--- src/rtl/fifo_traffic_driver.sv ---
// Stimulus engine for a synchronous FIFO: LFSR write traffic in four modes, in-order
// read-back checking against a reference LFSR, and saturating event counters.
module fifo_traffic_driver #(
  parameter int          FIFO_WIDTH = 16,
  parameter int          FIFO_DEPTH = 8,
  parameter logic [15:0] SEED       = 16'hACE1
) (
  input  logic                  clk,
  input  logic                  rst_n,
  input  logic                  start,
  input  logic [1:0]            mode,
  input  logic [15:0]           num_ops,
  output logic [FIFO_WIDTH-1:0] data_in,
  output logic                  wr_en,
  output logic                  rd_en,
  input  logic [FIFO_WIDTH-1:0] data_out,
  input  logic                  full,
  input  logic                  empty,
  input  logic                  wr_ack,
  input  logic                  overflow,
  input  logic                  underflow,
  output logic                  busy,
  output logic                  done,
  output logic [15:0]           wr_ack_cnt,
  output logic [15:0]           overflow_cnt,
  output logic [15:0]           underflow_cnt,
  output logic [15:0]           rd_cnt,
  output logic [15:0]           mismatch_cnt
);

  if (FIFO_WIDTH < 8 || FIFO_WIDTH > 16 || FIFO_DEPTH < 1 || SEED == 16'h0000) begin : g_param_check
    $error("fifo_traffic_driver: illegal parameter value");
  end

  typedef enum logic [2:0] {
    IDLE   = 3'd0,
    FILL   = 3'd1,
    MIXED  = 3'd2,
    STRESS = 3'd3,
    DRAIN  = 3'd4,
    SETTLE = 3'd5,
    DONE   = 3'd6
  } state_t;

  state_t      state, state_nxt;
  logic [1:0]  mode_q;
  logic [15:0] num_ops_q;
  logic [15:0] op_cnt;
  logic [15:0] w_lfsr, r_lfsr, c_lfsr;
  logic        cmp_pend;

  logic start_acc, wr_acc, rd_acc, op_last, data_bad;
  state_t start_target;

  // x^16 + x^14 + x^13 + x^11 + 1, Fibonacci form
  function automatic logic [15:0] lfsr_next(input logic [15:0] s);
    return {s[14:0], s[15] ^ s[13] ^ s[12] ^ s[10]};
  endfunction

  function automatic logic [15:0] sat_inc(input logic [15:0] v);
    return (v == 16'hFFFF) ? v : v + 16'd1;
  endfunction

  assign start_acc = start && (state == IDLE || state == DONE);
  assign wr_acc    = wr_en && !full;
  assign rd_acc    = rd_en && !empty;
  assign op_last   = (op_cnt == num_ops_q - 16'd1);
  assign data_bad  = (data_out != r_lfsr[FIFO_WIDTH-1:0]);

  assign busy    = (state == FILL) || (state == MIXED) || (state == STRESS) ||
                   (state == DRAIN) || (state == SETTLE);
  assign done    = (state == DONE);
  assign data_in = busy ? w_lfsr[FIFO_WIDTH-1:0] : '0;

  // A zero-length run skips straight to draining (or settling for underflow stress)
  always_comb begin
    start_target = IDLE;
    if (num_ops == 16'd0) begin
      start_target = (mode == 2'd3) ? SETTLE : DRAIN;
    end else begin
      case (mode)
        2'd0:    start_target = FILL;
        2'd1:    start_target = MIXED;
        default: start_target = STRESS;
      endcase
    end
  end

  always_ff @(posedge clk or negedge rst_n) begin
    if (!rst_n) state <= IDLE;
    else        state <= state_nxt;
  end

  always_comb begin
    state_nxt = state;
    wr_en     = 1'b0;
    rd_en     = 1'b0;
    case (state)
      IDLE, DONE: begin
        if (start) state_nxt = start_target;
      end
      FILL: begin
        wr_en = !full;
        if (full || op_last) state_nxt = DRAIN;
      end
      MIXED: begin
        wr_en = c_lfsr[0] && !full;
        rd_en = c_lfsr[1] && !empty;
        if (op_last) state_nxt = DRAIN;
      end
      STRESS: begin
        if (mode_q == 2'd3) rd_en = 1'b1;
        else                wr_en = 1'b1;
        if (op_last) state_nxt = (mode_q == 2'd3) ? SETTLE : DRAIN;
      end
      DRAIN: begin
        rd_en = !empty;
        if (empty) state_nxt = SETTLE;
      end
      SETTLE: state_nxt = DONE;
      default: state_nxt = IDLE;
    endcase
  end

  // FILL only counts writes that land; MIXED and STRESS count elapsed cycles
  always_ff @(posedge clk or negedge rst_n) begin
    if (!rst_n) begin
      mode_q    <= 2'd0;
      num_ops_q <= 16'd0;
      op_cnt    <= 16'd0;
    end else if (start_acc) begin
      mode_q    <= mode;
      num_ops_q <= num_ops;
      op_cnt    <= 16'd0;
    end else if ((state == FILL && wr_acc) || state == MIXED || state == STRESS) begin
      op_cnt <= op_cnt + 16'd1;
    end
  end

  always_ff @(posedge clk or negedge rst_n) begin
    if (!rst_n) begin
      w_lfsr   <= SEED;
      r_lfsr   <= SEED;
      c_lfsr   <= SEED;
      cmp_pend <= 1'b0;
    end else if (start_acc) begin
      w_lfsr   <= SEED;
      r_lfsr   <= SEED;
      c_lfsr   <= SEED;
      cmp_pend <= 1'b0;
    end else begin
      if (busy)     c_lfsr <= lfsr_next(c_lfsr);
      if (wr_acc)   w_lfsr <= lfsr_next(w_lfsr);
      if (cmp_pend) r_lfsr <= lfsr_next(r_lfsr);
      cmp_pend <= rd_acc;
    end
  end

  // Status pulses arrive a cycle late, so they are still counted in SETTLE and DONE
  always_ff @(posedge clk or negedge rst_n) begin
    if (!rst_n) begin
      wr_ack_cnt    <= 16'd0;
      overflow_cnt  <= 16'd0;
      underflow_cnt <= 16'd0;
      rd_cnt        <= 16'd0;
      mismatch_cnt  <= 16'd0;
    end else if (start_acc) begin
      wr_ack_cnt    <= 16'd0;
      overflow_cnt  <= 16'd0;
      underflow_cnt <= 16'd0;
      rd_cnt        <= 16'd0;
      mismatch_cnt  <= 16'd0;
    end else begin
      if (rd_acc)               rd_cnt       <= sat_inc(rd_cnt);
      if (cmp_pend && data_bad) mismatch_cnt <= sat_inc(mismatch_cnt);
      if (state != IDLE) begin
        if (wr_ack)    wr_ack_cnt    <= sat_inc(wr_ack_cnt);
        if (overflow)  overflow_cnt  <= sat_inc(overflow_cnt);
        if (underflow) underflow_cnt <= sat_inc(underflow_cnt);
      end
    end
  end

endmodule

--- config.mk ---
export PLATFORM = sky130hd
export DESIGN_NAME = fifo_traffic_driver
export DESIGN_NICKNAME = d
export VERILOG_FILES = /design/src/rtl/fifo_traffic_driver.sv
export SDC_FILE = /design/constraint.sdc
export NUM_CORES = 1
export LEC_CHECK = 0
export CORE_UTILIZATION = 56
export CTS_BUF_LIST = sky130_fd_sc_hd__clkbuf_2 sky130_fd_sc_hd__clkbuf_4 sky130_fd_sc_hd__clkbuf_8
export DETAILED_ROUTE_END_ITERATION = 12
export GPL_TIMING_DRIVEN = 0
export MAX_ROUTING_LAYER = met4
export PLACE_DENSITY = 0.84
export SYNTH_ARGS = -nofsm -noshare
export SYNTH_HDL_FRONTEND = slang
export SYNTH_SLANG_ARGS = --single-unit
--- constraint.sdc ---
create_clock -name clk -period 3.5 [get_ports clk]
set_clock_uncertainty 0.2 [all_clocks]
set_input_delay 0.7 -clock clk [delete_from_list [all_inputs] [get_ports clk]]
set_output_delay 0.7 -clock clk [all_outputs]
set_load 0.005 [all_outputs]
==> results of run 1 <==
area by class of cell:
class / count / area (um^2) / area share [%]
clock inverters: 14 / 126 / 1.16
flip-flops and latches: 166 / 4190 / 38.6
well taps: 188 / 235 / 2.17
plain buffers: 41 / 185 / 1.71
inverters: 21 / 78.8 / 0.726
repair buffers: 145 / 1470 / 13.5
multi-input cells: 715 / 4330 / 39.9
diodes: 1 / 2.50 / 0.0231
clock buffers: 18 / 241 / 2.23
per-layer routing:
metal  global-route usage, %  up-vias
met1                    37.3     3607
met3                    5.61       31
li1                        -     3589
met2                    43.5      214
met5                       -        -
met4                    8.96        0
synth_stat cells (4+ instances only):
cell type / number / area share (%)
clkbuf_1: 27 / 1.2
a41oi_1: 4 / 0.40
or4_1: 7 / 0.60
o211ai_1: 8 / 0.69
nor2b_1: 5 / 0.36
dfstp_2: 24 / 7.2
o21ai_0: 35 / 2.0
nand2_1: 144 / 6.2
and4_1: 16 / 1.6
a211oi_1: 4 / 0.34
nand3_1: 46 / 2.6
xor2_1: 78 / 7.8
or3_1: 9 / 0.64
mux2i_1: 21 / 2.4
xnor2_1: 40 / 4.0
ha_1: 7 / 1.0
dfrtp_1: 142 / 41
nor4_1: 10 / 0.71
inv_1: 21 / 0.90
and2_1: 21 / 1.5
nand4_1: 34 / 2.4
nor3_1: 18 / 1.0
nor2_1: 114 / 4.9
buf_2: 12 / 0.69
a21oi_1: 22 / 1.3
and3_1: 21 / 1.5
a31oi_1: 7 / 0.50
logic make-up (layout without fill, tap and decap cells):
logic type,Yosys count,in the layout,synth area share (%)
adders and majority gates,7,7,1.00
xor gates and xnor gates,118,118,11.8
other,0,1,0
buffers and inverters,63,239,2.96
AOI/OAI and AO/OA,104,104,7.65
and+or+nand+nor,464,464,26.2
muxes,22,22,2.53
DFF,166,166,47.8
per-stage QoR:
step                power, uW  util, %  setup WS [ns]  hold WS (ns)  cell area [um^2]
global route             7700     71.4         0.0254         0.313             10900
detailed placement       5830     68.6         -0.211         0.277             10400
floorplan                4710        -          0.853         0.204              8750
CTS                      7180     71.2        0.00329         0.290             10800
finish                   7190     71.4          0.127         0.285             10900
global placement         5730     68.4          -5.23         0.273             10400
worst min-delay path, cell delays in order, from the launching register on:
cell and delay [ns]:
dfstp_2 0.38, nand2_1 0.04, nand3_1 0.07
state kept, by name, summed over array words and instances, names as in the netlist:
register / count
w_lfsr: 16
mismatch_cnt: 16
r_lfsr: 16
op_cnt: 16
rd_cnt: 16
state: 3
mode_q: 2
overflow_cnt: 16
num_ops_q: 16
wr_ack_cnt: 16
underflow_cnt: 16
c_lfsr: 16
cmp_pend: 1
report_power, final:
part	switching, uW	total (uW)	internal [uW]
Combinational	1620	2950	1330
Clock	737	1310	575
Sequential	482	2930	2440
Total	2840	7190	4350
how the worst max path moves through the flow:
stage / cells after the start / from / endpoint / slack (ns)
finish: 7 / state[0] / data_in[13] / 0.13
global route: 7 / state[0] / data_in[15] / 0.03
CTS: 7 / state[0] / data_in[13] / 0.003
detailed placement: 6 / start / wr_ack_cnt[14] / -0.21
global placement: 1 / rst_n / mismatch_cnt[0] / -5.23
floorplan: 7 / state[0] / data_in[13] / 0.85
layout by cell type (no fill, tap or decap), drive strengths merged, types with 16 or more instances in the layout:
master / instances
clkdlybuf4s50: 140
clkbuf: 41
nand2: 144
mux2i: 21
xor2: 78
nand4: 34
o21ai: 35
and3: 21
and2: 21
dfrtp: 142
and4: 16
inv: 25
buf: 22
a21oi: 23
nor3: 19
dfstp: 24
nand3: 46
xnor2: 40
nor2: 114
what timing repair did:
action / in CTS / in global routing
hold endpoints to repair: 47 / 0
pin swaps: 0 / 0
hold buffers: 1 / 0
buffers inserted: 0 / 2
gates resized for setup: 9 / 6
endpoints found under the setup margin: 17 / 16
==> results.md, run 1 <==
* Achievable Freq at 0.296 GHz
* IO buf count at 141
* Sequential share of the synthesized area at 47.8%
* Met3 WL post-DR at 1200 um
* Initial Utilization at 57.6%
* Crit-path max FO at 10
* Fin. Hold Viols at 0
* Row Count at 45
* Synth Net Count at 993
* Total Routed Length at 21000 um
* CTS buffer count at 17
* Worst R2R Setup Slack at 0.45 ns
* Die area at 0.0161 mm^2
* Crit-path cells: clkbuf_4 > nor3_4 > nand2b_4 > inv_1 > buf_2 > and2_1 > clkdlybuf4s50_1
* WS Path Type: reg -> out
* Leakage at 0.00467 uW
* Antenna Nets Post-Route at 0
* Ys async rst share at 100%
* Hold Path Stages at 2
* Die span in x at 127 um
* Vias/cell at 5.68
* Worst Tran Pin Value at 0.759 ns
* P&R area growth vs syn at 24.0%
* Top layer in use: met4
* Hpwl dp at 14900 um
* Crit end category: output port
* Dominant synthesized flop cell: dfrtp_1
* Max-slew violation count at 0
* FF-to-FF path depth at 7
* Layout cells sized above 1 at 8.48%
* Wire per inst at 16.1 um
* CTS root buf: clkbuf_8
* CTS tree: done
* HP Start: c_lfsr[5]
* Vias in the first global route at 6967
* Unrepaired setup endpoints after global routing: false
* Worst-path clk slew at 0.09 ns
* Yosys reg bits at 166
* Final nets at 1156
* Finished Layout Cells at 1309
* # setup viols final at 0
* Maximum number of pins on one net before global-route repair at 120
* P per Cell Area at 663 mW/mm^2
* Avg Inst Size Synth at 9.27 um^2
* Reg2reg start: state[1]
* Drt drc at 0
* Number of synthesized flops with an enable pin at 0
* Critical R2R Capture: overflow_cnt[15]
* Worst vdd ir at 569 uV
* Synth unique cells at 63
* HP Class: reg -> reg
* Initial DRT Pass Iterations at 5
* Initial antenna violation count at 1
* Fill count at 1137
* Post-synthesis instance area at 0.00875 mm^2
* Post-Place Cells at 1274
* Cells after synthesis at 944
* First-pass GRT wire length at 34600 um
* Hold Crit Endpoint: c_lfsr[6]
* Tmin final at 3.37 ns
* Delay-heaviest family, CP: buffers and inverters
* Htree depth at 4
* Core area at 0.0152 mm^2
* Critical Path Max Stage Delay at 0.46 ns
* Fin Setup TNS at 0 ns
* RePlAce Congestion at 0.870
* Rel. slew slack at 49.4%
* Period utilization at 96.4%
* Metal2 WL at 9980 um
* Critical Path Source Type: register
* Total gr overflow at 0
* WP data required at 2.60 ns
* Clock Sinks at 166
* Vias at 7441
* Status: finished clean
* Max Cap Violations at 0
* Starting DRT DRC Count at 542
* Crit path DAT at 2.47 ns
* Worst-skew pair later-pin latency at 0.46 ns
* Num ports at 142
* Die height at 127 um
* Worst path slowest cell: dfrtp_2
* GRT Resource Usage Total at 28.0%
* Number of buffers and inverters on the critical path at 4
* CTS Buffer Depth at 2
* Met1 WL at 9430 um
* Warnings, synthesis at 0
Power figures use the tool's default switching activity.
==> run 2: changes to the inputs <==
ABC_AREA = 1   (was not set)
PLACE_DENSITY = 0.83   (was 0.84)
==> run 2 against run 1 <==
Net effect: setup slack improved by 0.085 ns; flip-flop and latch count stayed put; total power up 10%; clock-buffer cell count decreased by 1; non-clock buffer count down 12; clock power increased by 6%; largest cell class unchanged; largest power group unchanged; highest routed layer unchanged.
==> results.md, run 2 <==
* Htree depth at 4 (unchanged)
* Crit path DAT at 2.39 ns (was 2.47 ns)
* Inserted Diodes at 0 (was 1)
* First-pass GRT wire length at 41000 um (was 34600 um)
* Fin. Hold Viols at 0 (unchanged)
* Worst-path clk slew at 0.11 ns (was 0.09 ns)
* Initial antenna violation count at 0 (was 1)
* Vias at 8867 (was 7441)
* Unrepaired setup endpoints after global routing: false (unchanged)
* Psw at 3430 uW (was 2840 uW)
* CTS tree: done (unchanged)
* Clock share of power at 17.6% (was 18.3%)
* Internal power at 4480 uW (was 4350 uW)
* Commonest cells in the netlist: nand2_1 (285), dfrtp_1 (142), inv_1 (135) (was nand2_1 (144), dfrtp_1 (142), nor2_1 (114))
* Reg2reg start: num_ops_q[0] (was state[1])
* Yosys top cell area share at 38.0% (was 40.6%)
* Hold Path Stages at 2 (unchanged)
* Cells after synthesis at 1215 (was 944)
* Yosys reg bits at 166 (unchanged)
* Worst vdd ir at 574 uV (was 569 uV)
* Reg power frac at 37.3% (was 40.7%)
* Row Count at 46 (was 45)
* Wire per inst at 15.3 um (was 16.1 um)
* Die area at 0.0172 mm^2 (was 0.0161 mm^2)
* Hold Crit Endpoint: c_lfsr[10] (was c_lfsr[6])
* Final Cell Area at 0.0115 mm^2 (was 0.0109 mm^2)
* Core area at 0.0161 mm^2 (was 0.0152 mm^2)
* CTS root buf: clkbuf_8 (unchanged)
* Sequential share of the synthesized area at 44.7% (was 47.8%)
* WP data required at 2.60 ns (about the same)
* IO buf count at 141 (unchanged)
* GRT Resource Usage Total at 30.5% (was 28.0%)
* Multi-input combinational cell area at 0.00446 mm^2 (was 0.00433 mm^2)
* CTS Buffer Depth at 2 (unchanged)
* # setup viols final at 0 (unchanged)
* Worst Tran Pin Value at 0.659 ns (was 0.759 ns)
* # Post-CTS Setup Buffers at 0 (unchanged)
* Count leader, synth: nand2_1 (unchanged)
* Crit-path max FO at 10 (unchanged)
* Critical R2R Capture: state[1] (was overflow_cnt[15])
* Switching Share at 43.3% (was 39.5%)
* Fin Setup TNS at 0 ns (unchanged)
* Synth Net Count at 1264 (was 993)
* HP Start: c_lfsr[10] (was c_lfsr[5])
* Clock Sinks at 166 (unchanged)
* Synth unique cells at 47 (was 63)
* Max Cap Violations at 0 (unchanged)
* Critical Path Source Type: register (unchanged)
* Commonest non-fill, non-tap cell in the layout: nand2_1 (unchanged)
* Fill count at 1293 (was 1137)
* Crit-path cells: inv_2 > a21oi_1 > inv_1 > nand2_1 > clkinv_2 > clkbuf_2 > nor2_1 > clkdlybuf4s50_1 (was clkbuf_4 > nor3_4 > nand2b_4 > inv_1 > buf_2 > and2_1 > clkdlybuf4s50_1)
* Tmin final at 3.29 ns (was 3.37 ns)
* Starting DRT DRC Count at 648 (was 542)
* CTS buffer count at 17 (unchanged)
* Total gr overflow at 0 (unchanged)
* Post-Place Cells at 1573 (was 1274)
* Rel. slew slack at 56.1% (was 49.4%)
* Maximum number of pins on one net before global-route repair at 105 (was 120)
* HP Class: reg -> reg (unchanged)
* Final nets at 1426 (was 1156)
* Ys async rst share at 100% (unchanged)
* Initial Utilization at 58.1% (was 57.6%)
* Total Routed Length at 24500 um (was 21000 um)
* Dominant synthesized flop cell: dfrtp_1 (unchanged)
* Synth area leaders: dfrtp_1 (38%), nand2_1 (11%), dfstp_2 (6.7%) (was dfrtp_1 (41%), xor2_1 (7.8%), dfstp_2 (7.2%))
* Number of synthesized flops with an enable pin at 0 (unchanged)
* Comb power frac at 45.1% (was 41.1%)
* P&R area growth vs syn at 22.7% (was 24.0%)
* Vias in the first global route at 8358 (was 6967)
* Leakage at 0.00509 uW (was 0.00467 uW)
* Period utilization at 93.9% (was 96.4%)
* Achievable Freq at 0.304 GHz (was 0.296 GHz)
* Critical Path Max Stage Delay at 0.51 ns (was 0.46 ns)
* RePlAce Congestion at 0.943 (was 0.870)
* Hpwl dp at 17900 um (was 14900 um)
* Post-DP Area at 0.0111 mm^2 (was 0.0104 mm^2)
* P per Cell Area at 689 mW/mm^2 (was 663 mW/mm^2)
* Avg Inst Size Synth at 7.71 um^2 (was 9.27 um^2)
* Leading cell types in the layout, fill and taps excluded: nand2_1 (285), dfrtp_1 (141), clkdlybuf4s50_1 (140), inv_1 (135), nor2_1 (127) (was nand2_1 (144), dfrtp_1 (141), clkdlybuf4s50_1 (140), nor2_1 (114), xor2_1 (78))
* WS Path Type: reg -> out (unchanged)
* Drt drc at 0 (unchanged)
* Finished Layout Cells at 1606 (was 1309)
* Status: finished clean (unchanged)
* Antenna Nets Post-Route at 0 (unchanged)
* Worst-skew pair later-pin latency at 0.49 ns (was 0.46 ns)
* FF-to-FF path depth at 15 (was 7)
* Crit end category: output port (unchanged)
* Num ports at 142 (unchanged)
* Worst path slowest cell: clkdlybuf4s50_1 (was dfrtp_2)
* Register Area at 0.00419 mm^2 (unchanged)
* Warnings, synthesis at 0 (unchanged)
* Worst R2R Setup Slack at 1.08 ns (was 0.45 ns)
* Initial DRT Pass Iterations at 7 (was 5)
* Leading area contributor after synthesis: dfrtp_1 (unchanged)
* Total power at 7910 uW (was 7190 uW)
* Vias/cell at 5.52 (was 5.68)
* Die span in x at 131 um (was 127 um)
* Layout cells sized above 1 at 9.71% (was 8.48%)
* Die height at 131 um (was 127 um)
* Max-slew violation count at 0 (unchanged)
* Post-synthesis instance area at 0.00936 mm^2 (was 0.00875 mm^2)
run 2: cell types whose count changed in the layout (fill, tap and decap cells not counted), sizes merged, moves of 21 or more:
cell	previous run	this run
a21oi	23	45
inv	25	157
mux2i	21	0
nand2	144	298
nand3	46	87
nor2	114	139
nor3	19	43
o21ai	35	80
xor2	78	35
run 2: metrics by stage:
stage	setup WS [ns]	hold WS [ns]	utilization, %
after global placement	-5.28	0.278	68.5
after global routing	0.00269	0.327	71.3
after detailed placement	0.498	0.296	68.7
final	0.212	0.315	71.3
after floorplan	1.31	0.204	-
after CTS	0.0985	0.316	71.2
run 2: critical path, delay by kind of cell, from the launching register on:
family                 cells  cell delay [ns]
buffers and inverters      5             1.05
DFF                        1             0.44
and+or+nand+nor            2             0.28
AOI/OAI and AO/OA          1             0.14
run 2: final cells by class:
class / count / share of cell area (%)
Sequential cell: 166 / 36.4
Multi-Input combinational cell: 869 / 38.9
Tap cell: 216 / 2.35
Clock inverter: 15 / 1.37
Buffer: 31 / 1.38
Inverter: 149 / 4.88
Clock buffer: 17 / 2.04
Timing Repair Buffer: 143 / 12.7
run 2: power by group through the flow:
stage          registers [uW]  logic, uW  clock network (uW)
2_1_floorplan            2870       2290                   0
4_1_cts                  2940       3570                1410
6_report                 2950       3570                1390
5_1_grt                  3010       4000                1480
3_3_place_gp             2960       3450                   0
3_5_place_dp             2970       3540                   0
run 2: timing repair:
action	4_1_cts	5_1_grt
hold buffers	1	0
gates resized for setup	2	3
endpoints found under the setup margin	13	16
endpoints found under the hold margin	62	0
run 2: worst max-delay path by stage:
| stage | cells after the start | slack (ns) | from | end |
|---|---|---|---|---|
| floorplan | 7 | 1.31 | state[1] | data_in[0] |
| global placement | 1 | -5.28 | rst_n | underflow_cnt[1] |
| detailed placement | 8 | 0.50 | state[1] | data_in[2] |
| CTS | 8 | 0.1 | state[1] | data_in[10] |
| global route | 8 | 0.003 | state[2] | data_in[15] |
| finish | 8 | 0.21 | state[1] | data_in[2] |
run 2: routing by layer:
layer | routed length, um | global-route usage (%)
met4 | 634 | 10.7
met2 | 11300 | 47.4
met5 | 0 | -
met3 | 1640 | 6.33
met1 | 10900 | 39.8
run 2: logic make-up (layout without fill, tap and decap cells):
| kind of cell | count (synthesis) | in the layout | synth area share [%] |
|---|---|---|---|
| compound gates | 182 | 182 | 11.4 |
| flops | 166 | 166 | 44.7 |
| simple gates | 621 | 621 | 29.8 |
| fa+ha+maj | 7 | 7 | 0.935 |
| xor+xnor | 59 | 59 | 5.52 |
| buf+inv | 180 | 355 | 7.64 |
==> run 3: changes to the inputs <==
CORE_ASPECT_RATIO = 1.4   (was not set)
==> run 3 against run 2 <==
Net effect: the run now ends with design-rule violations left; global-route usage increased by 0.85 points; critical path depth decreased by 1; setup slack improved by 0.013 ns; flip-flop and latch count is the same; die area hardly changed; via count rose by 0.69%; combinational power grew 2%; final cell count shrank 0.93%; sequential power is essentially flat; clock power is essentially flat; clock-buffer cell count unchanged; register-to-register slack got worse by 0.09 ns; largest power group unchanged.
==> results.md, run 3 (same netlist as run 2, synthesis figures left out) <==
* Status: finished with violations (was finished clean)
* Failing checks: design-rule violations
* CTS tree: done (unchanged)
* Achievable Freq at 0.305 GHz (was 0.304 GHz)
* Row Count at 55 (was 46)
* Crit-path max FO at 10 (unchanged)
* Drt drc at 6 (was 0)
* GRT Resource Usage Total at 31.4% (was 30.5%)
* Wire per inst at 15.8 um (was 15.3 um)
* Rel. slew slack at 56.6% (was 56.1%)
* WP data required at 2.60 ns (about the same)
* WS Path Type: reg -> out (unchanged)
* Initial Utilization at 57.7% (was 58.1%)
* Crit end category: output port (unchanged)
* Worst Tran Pin Value at 0.651 ns (was 0.659 ns)
* Inserted Diodes at 0 (unchanged)
* Core area at 0.0162 mm^2 (was 0.0161 mm^2)
* Layout cells sized above 1 at 9.91% (was 9.71%)
* Unrepaired setup endpoints after global routing: false (unchanged)
* Starting DRT DRC Count at 561 (was 648)
* Num ports at 142 (unchanged)
* Period utilization at 93.6% (was 93.9%)
* RePlAce Congestion at 0.943 (about the same)
* Leading cell types in the layout, fill and taps excluded: nand2_1 (284), dfrtp_1 (141), clkdlybuf4s50_1 (140), inv_1 (135), nor2_1 (127) (was nand2_1 (285), dfrtp_1 (141), clkdlybuf4s50_1 (140), inv_1 (135), nor2_1 (127))
* Max-slew violation count at 0 (unchanged)
* Hpwl dp at 18800 um (was 17900 um)
* Final nets at 1428 (was 1426)
* Post-Place Cells at 1556 (was 1573)
* Final core occ at 70.7% (was 71.3%)
* Total gr overflow at 0 (unchanged)
* Finished Layout Cells at 1591 (was 1606)
* Worst hold slack at 0.306 ns (was 0.315 ns)
* Vias in the first global route at 8715 (was 8358)
* Vias at 8928 (was 8867)
* Htree depth at 4 (unchanged)
* HP Class: reg -> reg (unchanged)
* Die area at 0.0172 mm^2 (about the same)
* Vias/cell at 5.61 (was 5.52)
* CTS root buf: clkbuf_8 (unchanged)
* Clock Sinks at 166 (unchanged)
* Critical Path Source Type: register (unchanged)
* CTS Buffer Depth at 2 (unchanged)
* Final WS setup at 0.225 ns (was 0.212 ns)
* Die height at 155 um (was 131 um)
* Crit path DAT at 2.37 ns (was 2.39 ns)
* Initial antenna violation count at 0 (unchanged)
* Antenna Nets Post-Route at 0 (unchanged)
* Total power at 7980 uW (was 7910 uW)
* Maximum number of pins on one net before global-route repair at 124 (was 105)
* Total Routed Length at 25200 um (was 24500 um)
* Worst-path clk slew at 0.11 ns (about the same)
* CTS buffer count at 17 (unchanged)
* Max Cap Violations at 0 (unchanged)
* Tmin final at 3.27 ns (was 3.29 ns)
* Worst vdd ir at 573 uV (was 574 uV)
* Die span in x at 111 um (was 131 um)
* P per Cell Area at 695 mW/mm^2 (was 689 mW/mm^2)
* # setup viols final at 0 (unchanged)
* Commonest non-fill, non-tap cell in the layout: nand2_1 (unchanged)
* P&R area growth vs syn at 22.7% (about the same)
* First-pass GRT wire length at 41600 um (was 41000 um)
* Pre-CTS setup slack at 0.472 ns (was 0.498 ns)
* IO buf count at 141 (unchanged)
* Initial DRT Pass Iterations at 9 (was 7)
* Worst-skew pair later-pin latency at 0.47 ns (was 0.49 ns)
* Fin. Hold Viols at 0 (unchanged)
* Leakage at 0.00510 uW (was 0.00509 uW)
run 3: final timing paths:
kind,cells past startpoint,endpoint,from,slack (ns)
max reg2reg,13,state[2],num_ops_q[0],0.99
max,7,data_in[2],state[1],0.23
min reg2reg,2,c_lfsr[10],c_lfsr[10],0.31
max in group asynchronous,3,state[0],rst_n,1.67
min,2,c_lfsr[10],c_lfsr[10],0.31
min in group asynchronous,2,overflow_cnt[12],rst_n,0.50
run 3: layout make-up:
cell class	count	area (um^2)
clock inverters	15	163
plain buffers	31	159
flip-flops and latches	166	4190
repair buffers	145	1470
fillers	1317	4750
inverters	149	563
well taps	199	249
clock buffers	17	234
multi-input cells	869	4470
run 3: where the power goes:
part / switching (uW) / internal (uW) / total [uW] / leakage, uW
logic: 2180 / 1470 / 3640 / 0.00275
registers: 469 / 2500 / 2970 / 0.00216
clock network: 828 / 537 / 1370 / 0.000197
total: 3470 / 4510 / 7980 / 0.00510
run 3: per-layer routing:
metal	global-route usage (%)	up-vias	routed length (um)
met5	-	-	0
met4	13.7	0	809
met3	5.57	62	1590
met2	54.6	299	12800
met1	35.5	4238	9950
li1	-	4329	-
run 3: critical path: stages (launching register included):
cell and delay [ns]:
dfrtp_2 0.47, inv_2 0.13, nand2_1 0.12, nand2_2 0.14, clkinvlp_4 0.15, clkbuf_2 0.22, nor2_1 0.15, clkdlybuf4s50_1 0.52
run 3: per-stage QoR:
stage | setup TNS, ns | instance area [um^2]
global route | 0 | 11500
CTS | 0 | 11500
detailed placement | 0 | 11100
global placement | -810.07 | 11000
finish | 0 | 11500
floorplan | 0 | 9360
run 3: what timing repair did:
action	in CTS	in global routing
setup buffers	0	2
endpoints found under the setup margin	7	16
hold buffers	1	0
hold endpoints to repair	43	0
gates resized for setup	2	3
